$ cat src/rtl/fetch_ctrl.sv
// fetch_ctrl: instruction-fetch sequencer owning the fetch PC, the inst_mem handshake and the decode queue
// ports: clk, rst (async, active-high)
//        fetch_addr, fetch_req            -> inst_mem (registered)
//        request_data, fetch_data_valid   <- inst_mem
//        redirect_valid, redirect_pc      <- branch/jump logic
//        inst_valid, inst_data, inst_pc   -> decode (queue head), inst_ready <- decode
//        fetch_fault                      -> sticky misaligned-redirect flag
module fetch_ctrl #(
  parameter logic [31:0] RESET_PC = 32'h0000_0000,
  parameter int QDEPTH = 2
) (
  input  logic        clk,
  input  logic        rst,
  output logic [31:0] fetch_addr,
  output logic        fetch_req,
  input  logic [31:0] request_data,
  input  logic        fetch_data_valid,
  input  logic        redirect_valid,
  input  logic [31:0] redirect_pc,
  output logic        inst_valid,
  output logic [31:0] inst_data,
  output logic [31:0] inst_pc,
  input  logic        inst_ready,
  output logic        fetch_fault
);
  localparam int AW = $clog2(QDEPTH);
  typedef enum logic [1:0] {RUN, REDIR, FAULT} state_t;
  state_t state, state_n;
  logic [31:0] pc, pc_n;
  logic [AW:0] count, count_n;
  logic [AW-1:0] rd_ptr, wr_ptr;
  logic [31:0] q_data [QDEPTH];
  logic [31:0] q_pc [QDEPTH];
  logic accept, push, pop, req_n;
  assign fetch_addr = pc;
  assign inst_valid = count != '0;
  assign inst_data = q_data[rd_ptr];
  assign inst_pc = q_pc[rd_ptr];
  // a redirect discards any word accepted in the same cycle and overrides a pop
  always_comb begin
    accept = fetch_req && fetch_data_valid;
    push = accept && !redirect_valid;
    pop = inst_valid && inst_ready && !redirect_valid;
    count_n = redirect_valid ? '0 : count + (AW+1)'(push) - (AW+1)'(pop);
    pc_n = redirect_valid ? {redirect_pc[31:2], 2'b00} : accept ? pc + 32'd4 : pc;
    state_n = redirect_valid ? (redirect_pc[1:0] == 2'b00 ? REDIR : FAULT)
            : state == REDIR ? RUN : state;
    // count_n never rises while a request is pending, so an un-accepted request is held
    req_n = state_n == RUN && count_n < (AW+1)'(QDEPTH);
  end
  always_ff @(posedge clk or posedge rst) begin
    if (rst) begin
      state <= REDIR;
      pc <= RESET_PC;
      count <= '0;
      rd_ptr <= '0;
      wr_ptr <= '0;
      fetch_req <= 1'b0;
      fetch_fault <= 1'b0;
    end else begin
      state <= state_n;
      pc <= pc_n;
      count <= count_n;
      rd_ptr <= redirect_valid ? '0 : pop ? rd_ptr + AW'(1) : rd_ptr;
      wr_ptr <= redirect_valid ? '0 : push ? wr_ptr + AW'(1) : wr_ptr;
      fetch_req <= req_n;
      fetch_fault <= redirect_valid ? redirect_pc[1:0] != 2'b00 : fetch_fault;
    end
  end
  always_ff @(posedge clk) begin
    if (push) begin
      q_data[wr_ptr] <= request_data;
      q_pc[wr_ptr] <= pc;
    end
  end
endmodule

$ cat config.mk
export PLATFORM = sky130hd
export DESIGN_NAME = fetch_ctrl
export DESIGN_NICKNAME = d
export VERILOG_FILES = /design/src/rtl/fetch_ctrl.sv
export SDC_FILE = /design/constraint.sdc
export NUM_CORES = 1
export LEC_CHECK = 0
export BUFFER_PORTS_ARGS = -buffer_cell sky130_fd_sc_hd__buf_2
export CORE_ASPECT_RATIO = 1.75
export CORE_MARGIN = 2
export CORE_UTILIZATION = 57
export CTS_CLUSTER_SIZE = 12
export DETAILED_ROUTE_END_ITERATION = 10
export PLACE_DENSITY = 0.95
export SETUP_SLACK_MARGIN = 0.15
export SYNTH_ARGS = -nofsm -noshare
export SYNTH_HDL_FRONTEND = slang
export SYNTH_SLANG_ARGS = --single-unit
$ cat constraint.sdc
create_clock -name clk -period 7.5 [get_ports clk]
set_input_delay 1.5 -clock clk [delete_from_list [all_inputs] [get_ports clk]]
set_output_delay 1.5 -clock clk [all_outputs]
set_load 0.03 [all_outputs]
==> key figures, run 1 <==
Timing
  – Slew @ Worst Pin: 1.01 ns
  – Rel. slew slack: 32.2%
  – Setup TNS: 0 ns
  – WHS: 0.436 ns
  – Final setup vio count: 0
  – RSZ-0062 raised after global routing: no
  – Final Hold Vio Count: 0
  – Final period util: 51.1%
  – Clock Skew: 0.00949 ns
  – Clock period minus worst slack: 3.83 ns
  – Max Slew Vio Count: 0
  – Peak Freq: 261 MHz

Route
  – ANT nets after route: 0
  – Vias per cell: 5.48
  – WL final: 13.3 mm
  – Vias: 4000
  – Wire per inst: 18.2 um
  – Drt first pass iters: 4
  – # DRC: 0
  – Initial DRC count: 293

Place
  – Quantity of I/O buffers inserted on ports: 163
  – HPWL after DPL: 8.87 mm
  – GP Congestion: 0.767
  – Placed cell areas: 7390 um^2

Floorplanning
  – Ports: 168
  – Die area: 12200 um^2
  – Initial core utilization: 58.0%
  – Core box area: 11100 um^2
  – Die H: 145 um
  – Rows: 51
  – Die width: 84.4 um

Synth
  – Syn. warnings: 0
  – Synth Area per Inst: 15.5 um^2
  – Mapped Cells: 417
  – Top cells by area in the synthesized netlist: edfxtp_1 (58%), dfrtp_1 (14%), mux2_2 (11%)
  – Flops & latches, synth: 161
  – Post-synth top area share: 57.8%
  – EDFF count, synth: 124
  – Synth area leader: edfxtp_1
  – Post-synth top cells: edfxtp_1 (124), mux2_2 (63), nand2_1 (43)
  – Post-synthesis sequential area ratio: 72.1%
  – Top_reg_cell synth: edfxtp_1
  – Most frequent cell after synthesis: edfxtp_1
  – Synth async-reset ratio: 23.0%
  – Synth cell types: 29
  – Post-Syn Area: 6440 um^2

Power
  – P_leak: 3.08 nW
  – Maximum VDD drop: 0.174 mV
  – Pwr dens: 259 nW/um^2

Worst setup path
  – FF-to-FF path depth: 5
  – Setup crit start kind: register
  – WP data arrival: 2.33 ns
  – CP bufs+invs: 2
  – FF-to-FF Start: fetch_addr[6]
  – Crit path max fanout: 34
  – Crit-path leading delay family: flip-flops
  – Crit path kind: register to primary output
  – Reg2reg setup slack: 5.18 ns
  – CP Cell Sequence: buf_4 -> mux2_2 -> buf_2
  – CP required: 6.00 ns
  – Max incr delay on CP: 0.79 ns
  – CP endpoint kind: primary output
  – Reg-to-reg endpoint: fetch_addr[29]
  – Slowest stage cell, crit path: dfrtp_2

Clocking
  – H-Tree Depth: 4
  – Clock Tree Buf Depth: 2
  – Setup bufs post-CTS: 0
  – Root buf cell: clkbuf_16
  – CTS buffer count: 17
  – PostCTS Resize Cnt: 0
  – CTS sink count: 161
  – Clock tree from TritonCTS: done
  – Clock slew at reported path FFs: 0.06 ns
  – CTS Hold Bufs: 0
  – Worst skew pair latency: 0.41 ns

Outcome
  – Status: complete, no violations

Finish
  – Area Overhead vs Synth: 24.1%
  – Share of post-route cells with drive strength above 1: 45.0%
  – Final net count: 657
  – Sequential cell area: 4650 um^2
  – Diodes inserted: 0
  – Final instance area: 8000 um^2
  – Number of fillers in the final layout: 722
  – Multi-input logic area: 1710 um^2

Min path
  – Hold path start: state[1]
  – WHS Endpoint: fetch_req
  – Worst Hold Depth: 1
  – HP Class: register to register

Global route
  – First-pass GRT wire length: 20.4 mm
  – Largest net degree at the start of global routing: 70
  – Total GRT Usage: 21.8%
  – Initial antenna violation count: 0
  – Vias in the first global route: 4083
  – Remaining Overflow, GRT: 0

Flow run
  – # Max-Cap Violations: 0
[worst max path at each step]
stage | from | end | depth (start not counted)
global route | rd_ptr | inst_pc[16] | 3
floorplan | fetch_data_valid | q_data[0][0] | 4
global placement | redirect_valid | fetch_req | 8
detailed placement | redirect_valid | q_data[0][10] | 4
CTS | rd_ptr | inst_pc[16] | 3
finish | rd_ptr | inst_pc[16] | 3
[where the power goes]
group | switching [mW] | internal [mW] | leakage [nW]
Sequential | 0.0344 | 0.989 | 1.57
Clock | 0.343 | 0.528 | 0.294
Combinational | 0.114 | 0.0623 | 1.22
Total | 0.492 | 1.58 | 3.08
[metrics by stage]
stage          power, mW  utilization (%)  worst slack (ns)  instances
2_1_floorplan       1.15                -              2.47        420
3_3_place_gp        1.21             66.6              4.03        698
3_5_place_dp        1.22             66.6              3.94        698
4_1_cts             2.08             72.0              3.62        730
5_1_grt             2.14             72.0              3.55        730
6_report            2.07             72.0              3.67        730
[metal layers]
layer	global-route usage, %	vias to the layer above	routed length (um)
li1	-	1855	-
met1	24.8	1964	4940
met2	39.7	160	7370
met3	4.82	21	727
met4	8.77	0	275
met5	0	-	0
[final cells by class]
cell class,count,area share (%)
flip-flops and latches,161,58.2
repair buffers,167,10.6
clock inverters,15,2.28
multi-input cells,234,21.4
inverters,4,0.188
well taps,132,2.07
clock buffers,17,5.32
[kinds of logic after synthesis]
family / count (synthesis) / synth area share (%)
AOI/OAI and AO/OA: 29 / 2.25
xor gates and xnor gates: 33 / 4.48
adders and majority gates: 3 / 0.582
buffers and inverters: 25 / 1.69
DFF: 161 / 72.1
muxes: 64 / 11.2
other: 1 / 0.0582
and+or+nand+nor: 101 / 7.63
[placed cells by master, fill, tap and decap left out, types with 12 or more instances in the layout]
cell	instances
clkbuf_16	17
mux2_2	63
dfrtp_1	36
nor2_1	14
xnor2_1	21
buf_2	163
edfxtp_1	124
xor2_1	12
o21ai_0	29
nand2_1	43
[registers in the layout, summed over array words and instances, names as in the netlist]
register / flops
q_data: 64
q_pc: 60
fetch_addr: 30
count: 2
fetch_fault: 1
fetch_req: 1
rd_ptr: 1
state: 1
wr_ptr: 1
No activity file was read; power rests on OpenSTA's default activity.
==> inputs of run 2 (changes only) <==
--- a/config.mk
+++ b/config.mk
@@ -8,10 +8,10 @@
 export BUFFER_PORTS_ARGS = -buffer_cell sky130_fd_sc_hd__buf_2
 export CORE_ASPECT_RATIO = 1.75
 export CORE_MARGIN = 2
-export CORE_UTILIZATION = 57
+export CORE_UTILIZATION = 53
 export CTS_CLUSTER_SIZE = 12
 export DETAILED_ROUTE_END_ITERATION = 10
-export PLACE_DENSITY = 0.95
+export PLACE_DENSITY = 0.91
 export SETUP_SLACK_MARGIN = 0.15
 export SYNTH_ARGS = -nofsm -noshare
 export SYNTH_HDL_FRONTEND = slang
==> constraint.sdc (replaced) <==
create_clock -name clk -period 3.9 [get_ports clk]
set_input_delay 0.78 -clock clk [delete_from_list [all_inputs] [get_ports clk]]
set_output_delay 0.78 -clock clk [all_outputs]
set_load 0.03 [all_outputs]
==> run 2 against run 1 <==
Critical path type unchanged; largest power group unchanged; largest cell class unchanged; core utilization decreased by 4.8 points; power is 90% higher; worst setup slack got worse by 2.8 ns.
==> key figures, run 2 (synthesis results as in run 1) <==
Outcome
  – Status: complete, no violations

Finish
  – Number of fillers in the final layout: 819 (+13%)
  – Share of post-route cells with drive strength above 1: 45.0% (about the same)
  – Diodes inserted: 0 (unchanged)
  – Largest register FFs: 64 (unchanged)
  – Sequential cell area: 4650 um^2 (unchanged)
  – Biggest register: q_data
  – Final std cells w/o fill: 737 (+0.96%)
  – Commonest cells after routing, fill and taps aside: buf_2 (163), edfxtp_1 (124), mux2_2 (63)
  – Final net count: 659 (+0.30%)
  – Multi-input logic area: 1710 um^2 (unchanged)
  – Area Overhead vs Synth: 24.6%
  – Most common cell after layout, fill and taps aside: buf_2

Global route
  – Total GRT Usage: 20.8% (-1.0 points)
  – Vias in the first global route: 4085 (+0.049%)
  – First-pass GRT wire length: 20.2 mm (-0.71%)
  – Largest net degree at the start of global routing: 46 (-34%)
  – Remaining Overflow, GRT: 0 (unchanged)
  – Initial antenna violation count: 0 (unchanged)

Route
  – Vias: 3951 (-1.2%)
  – # DRC: 0 (unchanged)
  – WL final: 13.2 mm (-0.60%)
  – Drt first pass iters: 4 (unchanged)
  – Wire per inst: 18.0 um (-1.5%)
  – ANT nets after route: 0 (unchanged)
  – Vias per cell: 5.36 (-2.2%)
  – Initial DRC count: 222 (-24%)

Timing
  – Final Hold Vio Count: 0 (unchanged)
  – RSZ-0062 raised after global routing: no
  – Clock Skew: 0.00823 ns (-0.00126 ns)
  – Rel. slew slack: 35.0% (+2.9 points)
  – Final period util: 77.7%
  – Max Slew Vio Count: 0 (unchanged)
  – Setup TNS: 0 ns (unchanged)
  – Clock period minus worst slack: 3.03 ns
  – Final setup vio count: 0 (unchanged)
  – Slew @ Worst Pin: 0.966 ns (-0.0425 ns)
  – Peak Freq: 330 MHz

Floorplanning
  – Initial core utilization: 54.0% (-4.1 points)
  – Ports: 168 (unchanged)
  – Die width: 87.4 um (+3.5%)
  – Die area: 13100 um^2 (+7.3%)
  – Core box area: 11900 um^2 (+7.5%)
  – Rows: 53 (+3.9%)
  – Die H: 150 um (+3.6%)

Flow run
  – # Max-Cap Violations: 0 (unchanged)

Worst setup path
  – FF-to-FF Start: fetch_addr[7]
  – Slowest stage cell, crit path: dfrtp_2
  – Setup crit start kind: register
  – Crit path kind: register to primary output
  – Crit path max fanout: 33 (-2.9%)
  – CP bufs+invs: 2 (unchanged)
  – CP Cell Sequence: buf_4 -> mux2_2 -> buf_2
  – CP endpoint kind: primary output
  – Crit-path leading delay family: flip-flops
  – Max incr delay on CP: 0.85 ns (+0.06 ns)
  – CP required: 3.12 ns (-2.88 ns)
  – CP startpoint: rd_ptr
  – WP data arrival: 2.25 ns (-0.08 ns)

Clocking
  – CTS buffer count: 17 (unchanged)
  – Clock Tree Buf Depth: 2 (unchanged)
  – Clock slew at reported path FFs: 0.06 ns (about the same)
  – CTS Hold Bufs: 0 (unchanged)
  – Worst skew pair latency: 0.41 ns (about the same)
  – H-Tree Depth: 4 (unchanged)
  – Root buf cell: clkbuf_16
  – PostCTS Resize Cnt: 0 (unchanged)
  – Clock tree from TritonCTS: done
  – Setup bufs post-CTS: 0 (unchanged)
  – CTS sink count: 161 (unchanged)

Place
  – HPWL after DPL: 9.24 mm (+4.2%)
  – GP Congestion: 0.791 (+3.1%)
  – Placed insts: 705 (+1.0%)
  – Quantity of I/O buffers inserted on ports: 163 (unchanged)

Power
  – Pwr dens: 491 nW/um^2 (+89%)
  – P_leak: 3.09 nW (+0.32%)
  – Maximum VDD drop: 0.323 mV (+85%)

Min path
  – HP Class: primary input to asynchronous set/reset pin
[run 2: cell types whose count changed in the layout (fill, tap and decap cells not counted), sizes merged]
cell	change
buf	+2
clkinv	+3
inv	-3
[run 2: through the flow]
step | worst slack (ns) | power (mW) | util (%) | hold slack [ns] | area (um^2)
6_report | 0.871 | 3.94 | 67.3 | 0.399 | 8030
5_1_grt | 0.756 | 4.08 | 67.3 | 0.429 | 8030
4_1_cts | 0.850 | 3.97 | 67.3 | 0.403 | 8030
3_5_place_dp | 1.24 | 2.34 | 62.3 | 0.452 | 7440
3_3_place_gp | 1.31 | 2.33 | 62.3 | 0.435 | 7440
2_1_floorplan | -0.407 | 2.21 | - | 0.409 | 6460
[run 2: path summary, 6_finish.rpt]
check / to / slack [ns] / cells after the start
min reg2reg: fetch_req / 0.46 / 1
min: fetch_addr[11] / 0.40 / 2
min in group clk: fetch_req / 0.46 / 1
max: inst_data[15] / 0.87 / 3
max in group asynchronous: rd_ptr / 2.78 / 3
max reg2reg: fetch_addr[29] / 1.57 / 5
[run 2: cell type report]
class | instances | share of cell area (%)
clock buffer | 17 | 5.30
clock inverter | 15 | 2.09
inverter | 4 | 0.187
multi-input combinational | 234 | 21.3
sequential | 161 | 57.9
tap | 137 | 2.13
timing repair buffer | 169 | 11.0
[run 2: routing by layer]
layer | wire, um | global-route usage [%] | up-vias
li1 | - | - | 1867
met1 | 4900 | 23.4 | 1939
met2 | 7380 | 36.4 | 129
met3 | 631 | 4.96 | 16
met4 | 320 | 9.92 | 0
met5 | 0 | 0 | -
[run 2: power by group]
part | leakage, nW | switching, mW | internal, mW
clock | 0.288 | 0.630 | 1.00
combinational | 1.23 | 0.215 | 0.121
sequential | 1.57 | 0.0682 | 1.90
total | 3.09 | 0.914 | 3.02
[run 2: worst reg2reg max path, delay by kind of cell (launching register included)]
family	cells	cell delay, ns
multiplexers	1	0.25
XOR/XNOR	1	0.13
AND/OR/NAND/NOR	3	1.34
flip-flops	1	0.49
==> inputs of run 3 (changes only) <==
--- a/config.mk
+++ b/config.mk
@@ -5,13 +5,14 @@
 export SDC_FILE = /design/constraint.sdc
 export NUM_CORES = 1
 export LEC_CHECK = 0
+export ABC_AREA = 1
 export BUFFER_PORTS_ARGS = -buffer_cell sky130_fd_sc_hd__buf_2
 export CORE_ASPECT_RATIO = 1.75
 export CORE_MARGIN = 2
-export CORE_UTILIZATION = 53
+export CORE_UTILIZATION = 48
 export CTS_CLUSTER_SIZE = 12
 export DETAILED_ROUTE_END_ITERATION = 10
-export PLACE_DENSITY = 0.91
+export PLACE_DENSITY = 0.87
 export SETUP_SLACK_MARGIN = 0.15
 export SYNTH_ARGS = -nofsm -noshare
 export SYNTH_HDL_FRONTEND = slang
==> constraint.sdc (replaced) <==
create_clock -name clk -period 2.5 [get_ports clk]
set_input_delay 0.5 -clock clk [delete_from_list [all_inputs] [get_ports clk]]
set_output_delay 0.5 -clock clk [all_outputs]
set_load 0.03 [all_outputs]
==> run 3 against run 2 <==
Non-clock buffer count is 2 higher; sequential cell count is the same; clock skew rose by 0.0038 ns; die area grew 20%; hold slack got worse by 0.21 ns; largest power group unchanged; highest routed layer unchanged.
==> key figures, run 3 <==
Synth
  – XOR/XNOR Fraction of Synth Area: 0.997% (-3.5 points)
  – Post-synth top cells: nand2_1 (312), edfxtp_1 (124), inv_1 (51)
  – Post-synthesis sequential area ratio: 66.2% (-6.0 points)
  – Mapped Cells: 705 (+69%)
  – EDFF count, synth: 124 (unchanged)
  – Compound-gate portion of the synthesized area: 3.99% (+1.7 points)
  – Synth async-reset ratio: 23.0% (unchanged)
  – Top cells by area in the synthesized netlist: edfxtp_1 (53%), nand2_1 (17%), dfrtp_1 (13%)
  – Post-synth top area share: 53.0% (-4.8 points)
  – Top_reg_cell synth: edfxtp_1
  – Post-Syn Area: 7030 um^2 (+9.0%)
  – Syn. warnings: 0 (unchanged)
  – Synth cell types: 30 (+3.4%)
  – Flops & latches, synth: 161 (unchanged)
  – Synth area leader: edfxtp_1
  – Most frequent cell after synthesis: nand2_1
  – Adder-cell share of the synthesized area: 0.534% (-0.048 points)
  – Simple-gate portion of the synthesized area: 23.6% (+16 points)
  – Mux contribution to synthesized area: 0% (-11 points)
  – Largest family of logic cells by synthesized area: simple AND/OR/NAND/NOR gates
  – Synth Area per Inst: 9.97 um^2 (-35%)

Finish
  – Multi-input logic area: 2080 um^2 (+21%)
  – Final net count: 944 (+43%)
  – Final core utilization: 59.8% (-7.4 points)
  – Final std cells w/o fill: 1066 (+45%)
  – Most common cell after layout, fill and taps aside: nand2_1
  – Final instance area: 8600 um^2 (+7.1%)
  – Number of fillers in the final layout: 1236 (+51%)
  – Share of post-route cells with drive strength above 1: 25.6% (-19 points)
  – Biggest register: q_data
  – Commonest cells after routing, fill and taps aside: nand2_1 (312), buf_2 (163), edfxtp_1 (124)
  – Area Overhead vs Synth: 22.3%
  – Largest register FFs: 64 (unchanged)
  – Sequential cell area: 4650 um^2 (unchanged)

Floorplanning
  – Core box area: 14400 um^2 (+20%)
  – Ports: 168 (unchanged)
  – Die H: 164 um (+9.5%)
  – Initial core utilization: 48.9% (-5.1 points)
  – Rows: 58 (+9.4%)
  – Die width: 95.5 um (+9.3%)
  – Die area: 15700 um^2 (+20%)

Clocking
  – Clock Tree Buf Depth: 2 (unchanged)
  – Clock slew at reported path FFs: 0.07 ns (about the same)
  – Setup bufs post-CTS: 0 (unchanged)
  – Root buf cell: clkbuf_16
  – Worst skew pair latency: 0.41 ns (about the same)
  – PostCTS Resize Cnt: 0 (unchanged)
  – CTS Hold Bufs: 0 (unchanged)
  – Clock tree from TritonCTS: done
  – H-Tree Depth: 4 (unchanged)
  – CTS buffer count: 17 (unchanged)
  – CTS sink count: 161 (unchanged)

Global route
  – First-pass GRT wire length: 24.2 mm (+20%)
  – Remaining Overflow, GRT: 0 (unchanged)
  – Total GRT Usage: 20.6% (-0.21 points)
  – Vias in the first global route: 5123 (+25%)
  – Largest net degree at the start of global routing: 63 (+37%)
  – Initial antenna violation count: 1 (+1)

Timing
  – Clock Skew: 0.0120 ns (+0.00377 ns)
  – Final setup vio count: 0 (unchanged)
  – Final Hold Vio Count: 0 (unchanged)
  – RSZ-0062 raised after global routing: no
  – Worst setup margin: 0.303 ns (-0.568 ns)
  – Final period util: 87.9%
  – Clock period minus worst slack: 2.20 ns
  – Setup TNS: 0 ns (unchanged)
  – Max Slew Vio Count: 0 (unchanged)
  – WHS: 0.194 ns (-0.205 ns)
  – Peak Freq: 455 MHz

Outcome
  – Status: complete, no violations

Power
  – Pwr dens: 704 nW/um^2 (+44%)
  – Power, Total: 6.06 mW (+54%)
  – P_leak: 3.85 nW (+24%)
  – Maximum VDD drop: 0.488 mV (+51%)

Worst setup path
  – CP endpoint kind: primary output
  – CP most frequent cell: nand2_1
  – Setup crit start kind: register
  – Crit path kind: register to primary output
  – Slowest stage cell, crit path: dfrtp_2
  – CP Cell Sequence: clkinv_2 -> buf_12 -> nand2_1 -> nand2_1 -> buf_2
  – CP required: 2.00 ns (-1.12 ns)
  – WP data arrival: 1.70 ns (-0.55 ns)
  – Crit path max fanout: 52 (+58%)
  – Max incr delay on CP: 0.42 ns (-0.43 ns)

Flow run
  – # Max-Cap Violations: 0 (unchanged)

Place
  – Placed cell areas: 8060 um^2 (+8.3%)
  – Quantity of I/O buffers inserted on ports: 163 (unchanged)
  – HPWL after DPL: 11.0 mm (+19%)
  – Placed insts: 1033 (+47%)
  – Pre-CTS WS: 0.466 ns (-0.772 ns)
  – GP Congestion: 0.935 (+18%)

Route
  – Vias per cell: 4.96 (-7.5%)
  – Vias: 5284 (+34%)
  – ANT nets after route: 0 (unchanged)
  – WL final: 15.7 mm (+19%)
  – Initial DRC count: 239 (+7.7%)
  – Wire per inst: 14.7 um (-18%)
  – Drt first pass iters: 5 (+1)
  – # DRC: 0 (unchanged)

Min path
  – HP Class: primary input to asynchronous set/reset pin
## run 3: cell count changes after synthesis, sizes merged, moves of 19 or more
| cell | change |
|---|---|
| nand2 | +276 |
| mux2 | -63 |
| inv | +50 |
| nor2 | +36 |
| nand3 | +21 |
| xnor2 | -19 |
## run 3: cell type report
type | instances | area share, %
sequential | 161 | 54.1
clock inverter | 14 | 1.24
clock buffer | 18 | 4.99
multi-input combinational | 467 | 24.1
inverter | 54 | 2.37
antenna | 1 | 0.0291
tap | 180 | 2.62
timing repair buffer | 171 | 10.5
## run 3: logic make-up (layout without fill, tap and decap cells)
group | Yosys count | count (layout)
AOI/OAI and AO/OA | 46 | 46
other | 1 | 5
buffers and inverters | 80 | 257
and+or+nand+nor | 406 | 406
xor gates and xnor gates | 8 | 8
adders and majority gates | 3 | 3
DFF | 161 | 161
## run 3: power by group
part	total, mW	switching [mW]	internal, mW
Clock	2.32	1.04	1.28
Combinational	0.644	0.447	0.197
Sequential	3.10	0.122	2.97
## run 3: routing by layer
| metal | part of all wire, % | up-vias | global-route usage, % |
|---|---|---|---|
| met5 | 0 | - | 0 |
| met4 | 4.7 | 0 | 11.9 |
| met3 | 5.0 | 49 | 3.85 |
| met2 | 53 | 217 | 36.5 |
| met1 | 37 | 2411 | 22.5 |
| li1 | - | 2607 | - |
## run 3: critical path: cells and delay by family, from the launching register on
kind,cells,cell delay [ns]
buffers and inverters,3,0.65
flip-flops,1,0.42
AND/OR/NAND/NOR,2,0.18
## run 3: worst paths after layout
kind | startpoint | end | slack [ns] | cells after the start
max in group asynchronous | rst | rd_ptr | 1.95 | 3
hold reg to reg | state[1] | fetch_req | 0.52 | 3
hold / removal | rst | count[1] | 0.19 | 3
setup reg to reg | count[1] | fetch_req | 0.67 | 10
setup / recovery | rd_ptr | inst_pc[20] | 0.30 | 5
min in group clk | request_data[3] | q_data[0][3] | 0.28 | 1
